$ cat config.mk
export PLATFORM = sky130hd
export DESIGN_NAME = regfile_read_port_flat
export DESIGN_NICKNAME = d
export VERILOG_FILES = /design/src/rtl/regfile_pkg.sv /design/src/rtl/regfile_read_port_if.sv /design/src/rtl/regfile_rd_fifo.sv /design/src/rtl/regfile_read_port.sv /design/src/flat_wrapper.sv
export SDC_FILE = /design/constraint.sdc
export NUM_CORES = 1
export LEC_CHECK = 0
export CAP_MARGIN = 20
export CORE_AREA = 4 4 428 430
export CTS_CLUSTER_DIAMETER = 80
export CTS_CLUSTER_SIZE = 20
export DETAILED_ROUTE_END_ITERATION = 10
export DIE_AREA = 0 0 432 434
export GPL_TIMING_DRIVEN = 1
export HOLD_SLACK_MARGIN = 0.12
export MAX_ROUTING_LAYER = met4
export PLACE_DENSITY = 0.33
export SLEW_MARGIN = 20
export SYNTH_ARGS = -nofsm -noshare
export SYNTH_HDL_FRONTEND = slang
export SYNTH_HIERARCHICAL = 1
export SYNTH_SLANG_ARGS = --single-unit
$ cat constraint.sdc
create_clock -name clk -period 2.4 [get_ports clk]
set_input_delay 0.6 -clock clk [delete_from_list [all_inputs] [get_ports clk]]
set_output_delay 0.6 -clock clk [all_outputs]
set_load 0.03 [all_outputs]
$ cat src/rtl/regfile_pkg.sv
// rtl/regfile_pkg.sv - shared constants and buffer entry type for the register file read port
package regfile_pkg;

    localparam int DATA_W = 32;
    localparam int NREGS  = 32;
    localparam int ADDR_W = 5;

    typedef struct packed {
        logic [ADDR_W-1:0] addr;
        logic [DATA_W-1:0] data;
    } rd_entry_t;

endpackage

$ cat src/rtl/regfile_read_port_if.sv
// rtl/regfile_read_port_if.sv - request/response handshake bundle of the register file read port
interface regfile_read_port_if;
    import regfile_pkg::*;

    logic              req_valid;
    logic              req_ready;
    logic [ADDR_W-1:0] req_addr;
    logic              rsp_valid;
    logic              rsp_ready;
    logic [DATA_W-1:0] rsp_data;
    logic [ADDR_W-1:0] rsp_addr;

    modport master (
        output req_valid, req_addr, rsp_ready,
        input  req_ready, rsp_valid, rsp_data, rsp_addr
    );

    modport slave (
        input  req_valid, req_addr, rsp_ready,
        output req_ready, rsp_valid, rsp_data, rsp_addr
    );
endinterface

$ cat src/rtl/regfile_rd_fifo.sv
// rtl/regfile_rd_fifo.sv - two-entry synchronous FIFO of read results
module regfile_rd_fifo
    import regfile_pkg::*;
(
    input  logic      clk,
    input  logic      rst_n,
    input  logic      push,
    input  rd_entry_t push_entry,
    input  logic      pop,
    output rd_entry_t head,
    output logic [1:0] count,
    output logic      full
);

    rd_entry_t [1:0] mem_q, mem_d;
    logic            wr_ptr_q, wr_ptr_d;
    logic            rd_ptr_q, rd_ptr_d;
    logic [1:0]      count_q, count_d;
    logic            do_push, do_pop;

    always_comb begin
        do_push  = push && (count_q != 2'd2);
        do_pop   = pop && (count_q != 2'd0);
        mem_d    = mem_q;
        wr_ptr_d = wr_ptr_q;
        rd_ptr_d = rd_ptr_q;
        count_d  = count_q;
        if (do_push) begin
            mem_d[wr_ptr_q] = push_entry;
            wr_ptr_d        = ~wr_ptr_q;
        end
        if (do_pop) begin
            rd_ptr_d = ~rd_ptr_q;
        end
        case ({do_push, do_pop})
            2'b10:   count_d = count_q + 2'd1;
            2'b01:   count_d = count_q - 2'd1;
            default: count_d = count_q;
        endcase
    end

    always_ff @(posedge clk or negedge rst_n) begin
        if (!rst_n) begin
            mem_q    <= '0;
            wr_ptr_q <= 1'b0;
            rd_ptr_q <= 1'b0;
            count_q  <= 2'd0;
        end else begin
            mem_q    <= mem_d;
            wr_ptr_q <= wr_ptr_d;
            rd_ptr_q <= rd_ptr_d;
            count_q  <= count_d;
        end
    end

    assign head  = mem_q[rd_ptr_q];
    assign count = count_q;
    assign full  = (count_q == 2'd2);

endmodule

$ cat src/rtl/regfile_read_port.sv
// rtl/regfile_read_port.sv - register file read port with write bypass and two-entry response buffer
module regfile_read_port
    import regfile_pkg::*;
#(
    parameter bit ZERO_REG0 = 1'b1
) (
    input  logic                    clk,
    input  logic                    rst_n,
    regfile_read_port_if.slave      rd,
    input  logic [NREGS*DATA_W-1:0] regs_flat,
    input  logic                    wr_en,
    input  logic [ADDR_W-1:0]       wr_addr,
    input  logic [DATA_W-1:0]       wr_data
);

    rd_entry_t  push_entry;
    rd_entry_t  head;
    rd_entry_t  last_q, last_d;
    logic [1:0] count;
    logic       full;
    logic       push, pop, is_zero_reg;

    // Bypass wins over storage so a read racing a write sees the new value.
    always_comb begin
        is_zero_reg     = ZERO_REG0 && (rd.req_addr == '0);
        push_entry.addr = rd.req_addr;
        if (wr_en && (wr_addr == rd.req_addr) && !is_zero_reg) begin
            push_entry.data = wr_data;
        end else if (is_zero_reg) begin
            push_entry.data = '0;
        end else begin
            push_entry.data = regs_flat[int'(rd.req_addr) * DATA_W +: DATA_W];
        end
    end

    assign rd.req_ready = rst_n && !full;
    assign push         = rd.req_valid && rd.req_ready;
    assign pop          = rd.rsp_valid && rd.rsp_ready;

    regfile_rd_fifo u_fifo (
        .clk        (clk),
        .rst_n      (rst_n),
        .push       (push),
        .push_entry (push_entry),
        .pop        (pop),
        .head       (head),
        .count      (count),
        .full       (full)
    );

    // Remembers the last delivered entry so the outputs hold while empty.
    always_comb begin
        last_d = last_q;
        if (pop) begin
            last_d = head;
        end
    end

    always_ff @(posedge clk or negedge rst_n) begin
        if (!rst_n) begin
            last_q <= '0;
        end else begin
            last_q <= last_d;
        end
    end

    assign rd.rsp_valid = (count != 2'd0);
    assign rd.rsp_data  = rd.rsp_valid ? head.data : last_q.data;
    assign rd.rsp_addr  = rd.rsp_valid ? head.addr : last_q.addr;

endmodule

$ cat src/flat_wrapper.sv
// flat-port wrapper written by rule: the top's interface ports become plain ports
module regfile_read_port_flat import regfile_pkg::*;
#(
    parameter bit ZERO_REG0 = 1'b1
)
  (clk, rst_n, regs_flat, wr_en, wr_addr, wr_data, rd_req_valid, rd_req_addr, rd_rsp_ready, rd_req_ready, rd_rsp_valid, rd_rsp_data, rd_rsp_addr);
  regfile_read_port_if rd_i ();
  input  logic clk;
  input  logic rst_n;
  input  logic [NREGS*DATA_W-1:0] regs_flat;
  input  logic wr_en;
  input  logic [ADDR_W-1:0] wr_addr;
  input  logic [DATA_W-1:0] wr_data;
  input wire logic [$bits(rd_i.req_valid)-1:0] rd_req_valid;
  input wire logic [$bits(rd_i.req_addr)-1:0] rd_req_addr;
  input wire logic [$bits(rd_i.rsp_ready)-1:0] rd_rsp_ready;
  output wire logic [$bits(rd_i.req_ready)-1:0] rd_req_ready;
  output wire logic [$bits(rd_i.rsp_valid)-1:0] rd_rsp_valid;
  output wire logic [$bits(rd_i.rsp_data)-1:0] rd_rsp_data;
  output wire logic [$bits(rd_i.rsp_addr)-1:0] rd_rsp_addr;
  assign rd_i.req_valid = rd_req_valid;
  assign rd_i.req_addr = rd_req_addr;
  assign rd_i.rsp_ready = rd_rsp_ready;
  assign rd_req_ready = rd_i.req_ready;
  assign rd_rsp_valid = rd_i.rsp_valid;
  assign rd_rsp_data = rd_i.rsp_data;
  assign rd_rsp_addr = rd_i.rsp_addr;
  regfile_read_port #(.ZERO_REG0(ZERO_REG0)) u_core (.clk(clk), .rst_n(rst_n), .rd(rd_i), .regs_flat(regs_flat), .wr_en(wr_en), .wr_addr(wr_addr), .wr_data(wr_data));
endmodule
==> results of run 1 <==
[per-stage QoR]
step           setup WS (ns)  hold slack, ns  instances
6_report             -0.2988          0.1298       4790
5_1_grt              -0.3743          0.1814       4788
2_1_floorplan        -0.1433          0.3044       1062
3_3_place_gp         -0.9613          0.4824       4661
4_1_cts              -0.3679          0.2294       4744
3_5_place_dp          -1.012          0.4871       4661
[state kept, by name, indices dropped and copies added, names as in the netlist]
| signal | count |
|---|---|
| u_core/u_fifo/mem_q | 74 |
| u_core/last_q | 37 |
| u_core/u_fifo/count | 2 |
| u_core/u_fifo/rd_ptr_q | 1 |
| u_core/u_fifo/wr_ptr_q | 1 |
[cells in the mapped netlist (5+ instances only)]
library cell  number  area [um^2]
a221o_1           18        180.2
buf_1              7        26.28
dfrtp_1          115         2878
a21oi_1           20        100.1
nand2_1           20        75.07
a221oi_1           9        78.83
xnor2_1            8        70.07
a211oi_1          47        352.8
buf_2             37        185.2
clkbuf_1          40        150.1
a22oi_1           55        412.9
buf_8              5        75.07
nor2_1             9        33.78
mux4_2           212         4775
mux2_2           125         1408
o21ai_1           12        60.06
nor3b_1            9        67.56
nor2b_1           30        187.7
buf_6             19        214.0
mux2i_1          137         1371
buf_4              8        60.06
mux2_4            60        900.9
a211o_1           28        245.2
[critical path, stage by stage, from the launching register on]
cell and delay (ns):
dfrtp_2 0.42, buf_12 0.16, buf_12 0.17, buf_8 0.13
mux2_4 0.30, mux2_4 0.28, buf_8 0.14
[cell usage in the layout (no fill, tap or decap), types with 28 or more instances in the layout]
cell	Yosys	routed
buf_12	3	84
diode_2	0	33
a211o_1	28	28
clkdlybuf4s50_1	0	1047
buf_6	19	39
dfrtp_1	115	114
mux2i_1	137	116
mux4_2	212	212
mux2_2	125	68
a22oi_1	55	46
mux2_4	60	117
buf_4	8	194
[cell type report]
type                       instances  area (um^2)  area share, %
clock buffer                      18        439.2          1.342
inverter                           5        18.77        0.05734
multi-input combinational        823        11350          34.67
tap                             2370         2965          9.060
sequential                       115         2879          8.796
timing repair buffer            1412        14860          45.39
clock inverter                    14        142.6         0.4358
antenna                           33        82.58         0.2523
[where the power goes]
part           leakage (nW)  switching (mW)  total, mW  internal [mW]
Clock                 0.282            1.29       2.78           1.48
Combinational          10.7            6.39       14.3           7.93
Sequential             1.41           0.533       3.43           2.90
[kinds of logic after synthesis]
group           Yosys count  synth area share, %
mux                     534                59.59
compound gates          198                10.66
buf+inv                 124                5.564
flops                   115                20.28
simple gates             80                3.201
xor+xnor                 10               0.6173
fa+ha+maj                 1              0.08817
[layer usage]
| layer | vias up | share of wire [%] | track usage [%] |
|---|---|---|---|
| li1 | 7168 | - | - |
| met1 | 8233 | 42 | 18.63 |
| met2 | 728 | 51 | 28.20 |
| met3 | 112 | 4.9 | 3.346 |
| met4 | 0 | 1.8 | 2.595 |
| met5 | - | 0 | - |
[what timing repair did]
action / CTS / global route
setup buffers: 48 / 14
pin swaps: 21 / 21
gates cloned: 6 / 2
resized for setup: 243 / 62
endpoints found under the setup margin: 103 / 97
[worst paths after layout]
kind,cells after the start,end
hold / removal,2,u_core/last_q[12]
setup reg to reg,9,u_core/u_fifo/mem_q[7]
setup / recovery,6,rd_rsp_data[30]
max in group asynchronous,2,u_core/u_fifo/mem_q[31]
hold reg to reg,1,u_core/last_q[36]
min in group clk,1,u_core/last_q[36]
==> flow_summary.html, run 1 <==
<table>
<tr><th>Metric</th><th>Value</th></tr>
<tr><th colspan="2">Timing</th></tr>
<tr><td>Final critical delay including setup and external delays</td><td>2.699 ns</td></tr>
<tr><td>TNS Setup</td><td>-8.728 ns</td></tr>
<tr><td>Slew headroom</td><td>36.69%</td></tr>
<tr><td>Final cycle utilization of the critical path</td><td>112.4%</td></tr>
<tr><td>Maximum clock frequency</td><td>370.5 MHz</td></tr>
<tr><td>Final Worst Setup Slack</td><td>-0.2988 ns</td></tr>
<tr><td>Final number of max-transition violations</td><td>0</td></tr>
<tr><td>Unrepaired setup endpoints after global routing</td><td>yes</td></tr>
<tr><td>Total setup violations reported at the end of the flow</td><td>46</td></tr>
<tr><td>Number of hold violations in the final report</td><td>0</td></tr>
<tr><td>Least-Margin Pin Slew</td><td>0.9497 ns</td></tr>
<tr><td>Layout Skew</td><td>0.02037 ns</td></tr>
<tr><th colspan="2">Clocking</th></tr>
<tr><td>Insertion delay of the later-clocked pin in the worst-skew pair</td><td>0.49 ns</td></tr>
<tr><td>Max H-tree Level</td><td>4</td></tr>
<tr><td>Clock buffers created by TritonCTS</td><td>17</td></tr>
<tr><td>Buffer cell driving the clock tree root</td><td>clkbuf_16</td></tr>
<tr><td>Bufs on Longest Clock Path</td><td>2</td></tr>
<tr><td>Clock sinks</td><td>115</td></tr>
<tr><td>Post-CTS clock slew at the launch and capture registers of the worst setup and hold paths</td><td>0.06 ns</td></tr>
<tr><td>Hold buffers post-CTS</td><td>0</td></tr>
<tr><td>TritonCTS clock tree</td><td>built</td></tr>
<tr><th colspan="2">Die</th></tr>
<tr><td>Floorplan die height</td><td>434 um</td></tr>
<tr><td>Floorplan die width</td><td>432 um</td></tr>
<tr><td>Initial standard-cell utilization of the core</td><td>7.893%</td></tr>
<tr><td>Number of placement rows</td><td>156</td></tr>
<tr><td>Die outline area</td><td>187,500 um^2</td></tr>
<tr><td>Top-level I/O count</td><td>1,110</td></tr>
<tr><td>Placeable core region</td><td>179,800 um^2</td></tr>
<tr><th colspan="2">Worst setup path</th></tr>
<tr><td>CP Capture Type</td><td>primary output</td></tr>
<tr><td>Startpoint types</td><td>flop</td></tr>
<tr><td>Largest fanout on the critical path</td><td>8</td></tr>
<tr><td>Worst path required time</td><td>1.80 ns</td></tr>
<tr><td>Data arrival time at the worst-slack endpoint</td><td>2.10 ns</td></tr>
<tr><td>Kind of critical path</td><td>flop to primary output</td></tr>
<tr><td>Worst reg2reg setup slack</td><td>0.25 ns</td></tr>
<tr><td>Startpoint of the most critical setup path</td><td>u_core/u_fifo/rd_ptr_q</td></tr>
<tr><td>Critical R2R Launch</td><td>u_core/u_fifo/count[0]</td></tr>
<tr><th colspan="2">Yosys</th></tr>
<tr><td>Number of synthesized register bits</td><td>115</td></tr>
<tr><td>Number of distinct library cells after synthesis</td><td>43</td></tr>
<tr><td>Async SR Flop Fraction</td><td>100.0%</td></tr>
<tr><td>Post-Synthesis Cells</td><td>1,062</td></tr>
<tr><td>Netlist area before placement</td><td>14,190 um^2</td></tr>
<tr><td>Syn_area_per_cell</td><td>13.36 um^2</td></tr>
<tr><td>Number of nets produced by synthesis</td><td>2,134</td></tr>
<tr><td>EDFF count, synth</td><td>0</td></tr>
<tr><td>Count of yosys warnings during synthesis</td><td>6</td></tr>
<tr><td>Share of synthesized area occupied by flip-flops and latches</td><td>20.28%</td></tr>
<tr><td>Ys flop type</td><td>dfrtp_1</td></tr>
<tr><th colspan="2">Routing</th></tr>
<tr><td>Total number of vias</td><td>16,240</td></tr>
<tr><td>Length of the first detailed-routing pass in iterations</td><td>6</td></tr>
<tr><td>Number of DRC markers after the initial detailed-route iteration</td><td>708</td></tr>
<tr><td>Post-DR vias/cell</td><td>3.391</td></tr>
<tr><td>Post-route DRC violation count</td><td>0</td></tr>
<tr><td>Wire length per cell after detailed routing</td><td>31.40 um</td></tr>
<tr><td>Residual antenna-violating net count after detailed routing</td><td>0</td></tr>
<tr><td>Overall routed net length</td><td>150.4 mm</td></tr>
<tr><th colspan="2">Cells and area</th></tr>
<tr><td>Final-layout fill cell count</td><td>19,810</td></tr>
<tr><td>Design area</td><td>32,730 um^2</td></tr>
<tr><td>Synthesis-to-layout area growth</td><td>130.7%</td></tr>
<tr><td>Final core occ</td><td>18.21%</td></tr>
<tr><td>Fraction of final layout cells with drive strength greater than 1</td><td>36.61%</td></tr>
<tr><td>NumNets Final</td><td>3,446</td></tr>
<tr><th colspan="2">GRT</th></tr>
<tr><td>Largest net degree at the start of global routing</td><td>116</td></tr>
<tr><td>Number of global-route vias before repair</td><td>18,180</td></tr>
<tr><td>Global-route total usage across every layer</td><td>15.86%</td></tr>
<tr><td>Number of antenna violations at the first check in global routing</td><td>87</td></tr>
<tr><td>First-pass GRT wire length</td><td>188.2 mm</td></tr>
<tr><td>Remaining global-route overflow</td><td>0</td></tr>
<tr><th colspan="2">Placed design</th></tr>
<tr><td>Detailed placement HPWL</td><td>132.0 mm</td></tr>
<tr><td>Routability congestion estimate</td><td>0.8842</td></tr>
<tr><td>IO buf count</td><td>1,109</td></tr>
<tr><td>Cell area after placement</td><td>30,150 um^2</td></tr>
<tr><th colspan="2">Power and ir drop</th></tr>
<tr><td>Pwr/cell area</td><td>627.5 nW/um^2</td></tr>
<tr><td>Leakage</td><td>12.34 nW</td></tr>
<tr><td>Max rail drop VDD</td><td>0.4341 mV</td></tr>
<tr><td>Total power of the final layout</td><td>20.54 mW</td></tr>
<tr><th colspan="2">Outcome</th></tr>
<tr><td>Status</td><td>finished with violations</td></tr>
<tr><td>Failing checks</td><td>setup timing</td></tr>
<tr><th colspan="2">Job</th></tr>
<tr><td>Max-cap violations</td><td>0</td></tr>
<tr><th colspan="2">Hold path</th></tr>
<tr><td>Tightest Hold Check Type</td><td>input port to async pin</td></tr>
</table>
(Power assumes the default switching activity.)
==> inputs of run 2 (changes only) <==
--- a/config.mk
+++ b/config.mk
@@ -14,7 +14,7 @@
 export GPL_TIMING_DRIVEN = 1
 export HOLD_SLACK_MARGIN = 0.12
 export MAX_ROUTING_LAYER = met4
-export PLACE_DENSITY = 0.33
+export PLACE_DENSITY_LB_ADDON = 0.3
 export SLEW_MARGIN = 20
 export SYNTH_ARGS = -nofsm -noshare
 export SYNTH_HDL_FRONTEND = slang
==> run 2 against run 1 <==
Against the previous run: the run still ends with setup timing left; maximum frequency is 0.69% lower; core utilization hardly changed; flip-flop and latch count stayed put; clock skew is 0.0066 ns lower; cell count is 0.19% lower; clock power is 5% higher; sequential power hardly changed; critical path depth is 1 lower; critical path type unchanged.
==> flow_summary.html, run 2 (same netlist as run 1, synthesis figures left out) <==
<table>
<tr><th>Metric</th><th>Value</th></tr>
<tr><th colspan="2">Placed design</th></tr>
<tr><td>Detailed placement HPWL</td><td>132.2 mm</td></tr>
<tr><td>Post-placement cell count</td><td>4,664</td></tr>
<tr><td>IO buf count</td><td>1,109</td></tr>
<tr><td>Setup Slack @ Placement</td><td>-1.200 ns</td></tr>
<tr><td>Routability congestion estimate</td><td>0.9112</td></tr>
<tr><th colspan="2">GRT</th></tr>
<tr><td>Largest net degree at the start of global routing</td><td>116</td></tr>
<tr><td>Global-route total usage across every layer</td><td>15.77%</td></tr>
<tr><td>Number of global-route vias before repair</td><td>18,040</td></tr>
<tr><td>Number of antenna violations at the first check in global routing</td><td>81</td></tr>
<tr><td>First-pass GRT wire length</td><td>187.5 mm</td></tr>
<tr><td>Remaining global-route overflow</td><td>0</td></tr>
<tr><th colspan="2">Outcome</th></tr>
<tr><td>Status</td><td>finished with violations</td></tr>
<tr><td>Failing checks</td><td>setup timing</td></tr>
<tr><th colspan="2">Cells and area</th></tr>
<tr><td>Commonest cells after routing, fill and taps aside</td><td>clkdlybuf4s50_1 (1,058), mux4_2 (212), buf_4 (202), mux2i_1 (114), dfrtp_1 (112)</td></tr>
<tr><td>Final core occ</td><td>18.18%</td></tr>
<tr><td>Most flop-heavy register</td><td>u_core/u_fifo/mem_q</td></tr>
<tr><td>Fin cells</td><td>4,781</td></tr>
<tr><td>Fraction of final layout cells with drive strength greater than 1</td><td>38.27%</td></tr>
<tr><td>Flip-flop count of the largest register after layout</td><td>74</td></tr>
<tr><td>NumNets Final</td><td>3,437</td></tr>
<tr><td>Synthesis-to-layout area growth</td><td>130.3%</td></tr>
<tr><td>Most common library cell in the layout ignoring fill and taps</td><td>clkdlybuf4s50_1</td></tr>
<tr><th colspan="2">Power and ir drop</th></tr>
<tr><td>Cell-internal power</td><td>12.16 mW</td></tr>
<tr><td>Leakage</td><td>12.12 nW</td></tr>
<tr><td>Total power of the final layout</td><td>20.45 mW</td></tr>
<tr><td>Sw frac</td><td>40.52%</td></tr>
<tr><td>NetSw</td><td>8.284 mW</td></tr>
<tr><td>Sequential share of power</td><td>16.8%</td></tr>
<tr><td>Pwr/cell area</td><td>625.6 nW/um^2</td></tr>
<tr><td>Combinational group share of total power</td><td>69.0%</td></tr>
<tr><td>Max rail drop VDD</td><td>0.5622 mV</td></tr>
<tr><td>Clock power share</td><td>14.2%</td></tr>
<tr><th colspan="2">Clocking</th></tr>
<tr><td>Hold buffers post-CTS</td><td>0</td></tr>
<tr><td>TritonCTS clock tree</td><td>built</td></tr>
<tr><td>Buffer cell driving the clock tree root</td><td>clkbuf_16</td></tr>
<tr><td>Bufs on Longest Clock Path</td><td>2</td></tr>
<tr><td>Post-CTS clock slew at the launch and capture registers of the worst setup and hold paths</td><td>0.07 ns</td></tr>
<tr><td>Clock sinks</td><td>115</td></tr>
<tr><td>Clock buffers created by TritonCTS</td><td>17</td></tr>
<tr><td>Insertion delay of the later-clocked pin in the worst-skew pair</td><td>0.48 ns</td></tr>
<tr><td>Max H-tree Level</td><td>4</td></tr>
<tr><th colspan="2">Timing</th></tr>
<tr><td>Slew headroom</td><td>31.27%</td></tr>
<tr><td>Final cycle utilization of the critical path</td><td>113.2%</td></tr>
<tr><td>Number of hold violations in the final report</td><td>0</td></tr>
<tr><td>Total setup violations reported at the end of the flow</td><td>101</td></tr>
<tr><td>Final Worst Setup Slack</td><td>-0.3176 ns</td></tr>
<tr><td>Final number of max-transition violations</td><td>0</td></tr>
<tr><td>Final critical delay including setup and external delays</td><td>2.718 ns</td></tr>
<tr><td>Layout Skew</td><td>0.01373 ns</td></tr>
<tr><td>Least-Margin Pin Slew</td><td>1.030 ns</td></tr>
<tr><td>Maximum clock frequency</td><td>368.0 MHz</td></tr>
<tr><td>Unrepaired setup endpoints after global routing</td><td>yes</td></tr>
<tr><th colspan="2">Routing</th></tr>
<tr><td>Overall routed net length</td><td>150.2 mm</td></tr>
<tr><td>Total number of vias</td><td>16,300</td></tr>
<tr><td>Length of the first detailed-routing pass in iterations</td><td>4</td></tr>
<tr><td>Wire length per cell after detailed routing</td><td>31.41 um</td></tr>
<tr><td>Residual antenna-violating net count after detailed routing</td><td>0</td></tr>
<tr><td>Post-route DRC violation count</td><td>0</td></tr>
<tr><td>Number of DRC markers after the initial detailed-route iteration</td><td>787</td></tr>
<tr><td>Post-DR vias/cell</td><td>3.409</td></tr>
<tr><th colspan="2">Die</th></tr>
<tr><td>Die outline area</td><td>187,500 um^2</td></tr>
<tr><td>Number of placement rows</td><td>156</td></tr>
<tr><td>Top-level I/O count</td><td>1,110</td></tr>
<tr><td>Floorplan die height</td><td>434 um</td></tr>
<tr><td>Placeable core region</td><td>179,800 um^2</td></tr>
<tr><td>Floorplan die width</td><td>432 um</td></tr>
<tr><td>Initial standard-cell utilization of the core</td><td>7.893%</td></tr>
<tr><th colspan="2">Worst setup path</th></tr>
<tr><td>Kind of critical path</td><td>flop to primary output</td></tr>
<tr><td>Worst path required time</td><td>1.80 ns</td></tr>
<tr><td>Critical R2R Launch</td><td>u_core/u_fifo/count[1]</td></tr>
<tr><td>Max incr delay on CP</td><td>0.41 ns</td></tr>
<tr><td>CP Capture Type</td><td>primary output</td></tr>
<tr><td>Cell depth of the worst flop-to-flop path</td><td>9</td></tr>
<tr><td>Cell-by-cell trace of the critical path</td><td>buf_12 &gt; buf_12 &gt; mux2_2 &gt; mux2_2 &gt; buf_12</td></tr>
<tr><td>Data arrival time at the worst-slack endpoint</td><td>2.12 ns</td></tr>
<tr><td>Reg-to-reg critical path endpoint</td><td>u_core/u_fifo/mem_q[20]</td></tr>
<tr><td>Worst reg2reg setup slack</td><td>0.21 ns</td></tr>
<tr><td>Largest fanout on the critical path</td><td>12</td></tr>
<tr><td>Dominant cell type by count on the critical path</td><td>buf_12</td></tr>
<tr><td>Startpoint types</td><td>flop</td></tr>
<tr><td>Slowest stage cell, crit path</td><td>dfrtp_4</td></tr>
<tr><th colspan="2">Hold path</th></tr>
<tr><td>Tightest Hold Check Type</td><td>input port to async pin</td></tr>
<tr><th colspan="2">Job</th></tr>
<tr><td>Max-cap violations</td><td>0</td></tr>
</table>
==> run 2: power by group through the flow <==
stage	clock network, mW	registers, mW	logic, mW
2_1_floorplan	0	3.25	5.86
3_3_place_gp	0	3.47	13.3
3_5_place_dp	0	3.48	13.3
4_1_cts	3.06	3.42	14.2
5_1_grt	3.10	3.54	15.0
6_report	2.91	3.43	14.1
==> run 2: routing by layer <==
| metal | wire length, um | track usage (%) | share of wire [%] | vias up |
|---|---|---|---|---|
| met5 | 0 | - | 0 | - |
| li1 | - | - | - | 7132 |
| met4 | 2105 | 2.383 | 1.4 | 0 |
| met2 | 79680 | 28.76 | 53 | 707 |
| met1 | 59730 | 17.88 | 40 | 8344 |
| met3 | 8660 | 3.563 | 5.8 | 115 |
==> run 2: metrics by stage <==
| stage | instance area (um^2) | hold WS, ns | TNS, ns |
|---|---|---|---|
| 6_report | 32680 | 0.1495 | -23.43 |
| 5_1_grt | 32670 | 0.1975 | -21.09 |
| 4_1_cts | 32270 | 0.2352 | -19.94 |
| 3_5_place_dp | 30120 | 0.4869 | -71.96 |
| 3_3_place_gp | 30120 | 0.4812 | -72.40 |
| 2_1_floorplan | 14370 | 0.3044 | -5.908 |
==> run 2: how the worst max path moves through the flow <==
stage                                 startpoint                 endpoint
after global placement                wr_addr[0]  u_core/u_fifo/mem_q[29]
after global routing      u_core/u_fifo/rd_ptr_q          rd_rsp_data[19]
after detailed placement              wr_addr[0]  u_core/u_fifo/mem_q[66]
after floorplan                   rd_req_addr[0]   u_core/u_fifo/mem_q[8]
after CTS                 u_core/u_fifo/rd_ptr_q          rd_rsp_data[19]
final                     u_core/u_fifo/rd_ptr_q          rd_rsp_data[19]
==> run 2: worst max-delay path: cells and delay by family (launching register included) <==
family,cells,cell delay [ns]
buffers and inverters,3,0.49
DFF,1,0.41
muxes,2,0.69
==> run 2: what timing repair did <==
| action | in CTS | in global routing |
|---|---|---|
| gates cloned | 7 | 2 |
| gates resized for setup | 237 | 84 |
| pin swaps | 43 | 26 |
| endpoints found under the setup margin | 102 | 102 |
| buffers inserted | 46 | 12 |
==> run 2: area by class of cell <==
type | instances | area, um^2
Antenna cell | 33 | 82.58
Multi-Input combinational cell | 823 | 11560
Clock buffer | 17 | 425.4
Fill cell | 19790 | 147100
Sequential cell | 115 | 2884
Timing Repair Buffer | 1403 | 14570
Inverter | 5 | 18.77
Clock inverter | 15 | 181.4
Tap cell | 2370 | 2965
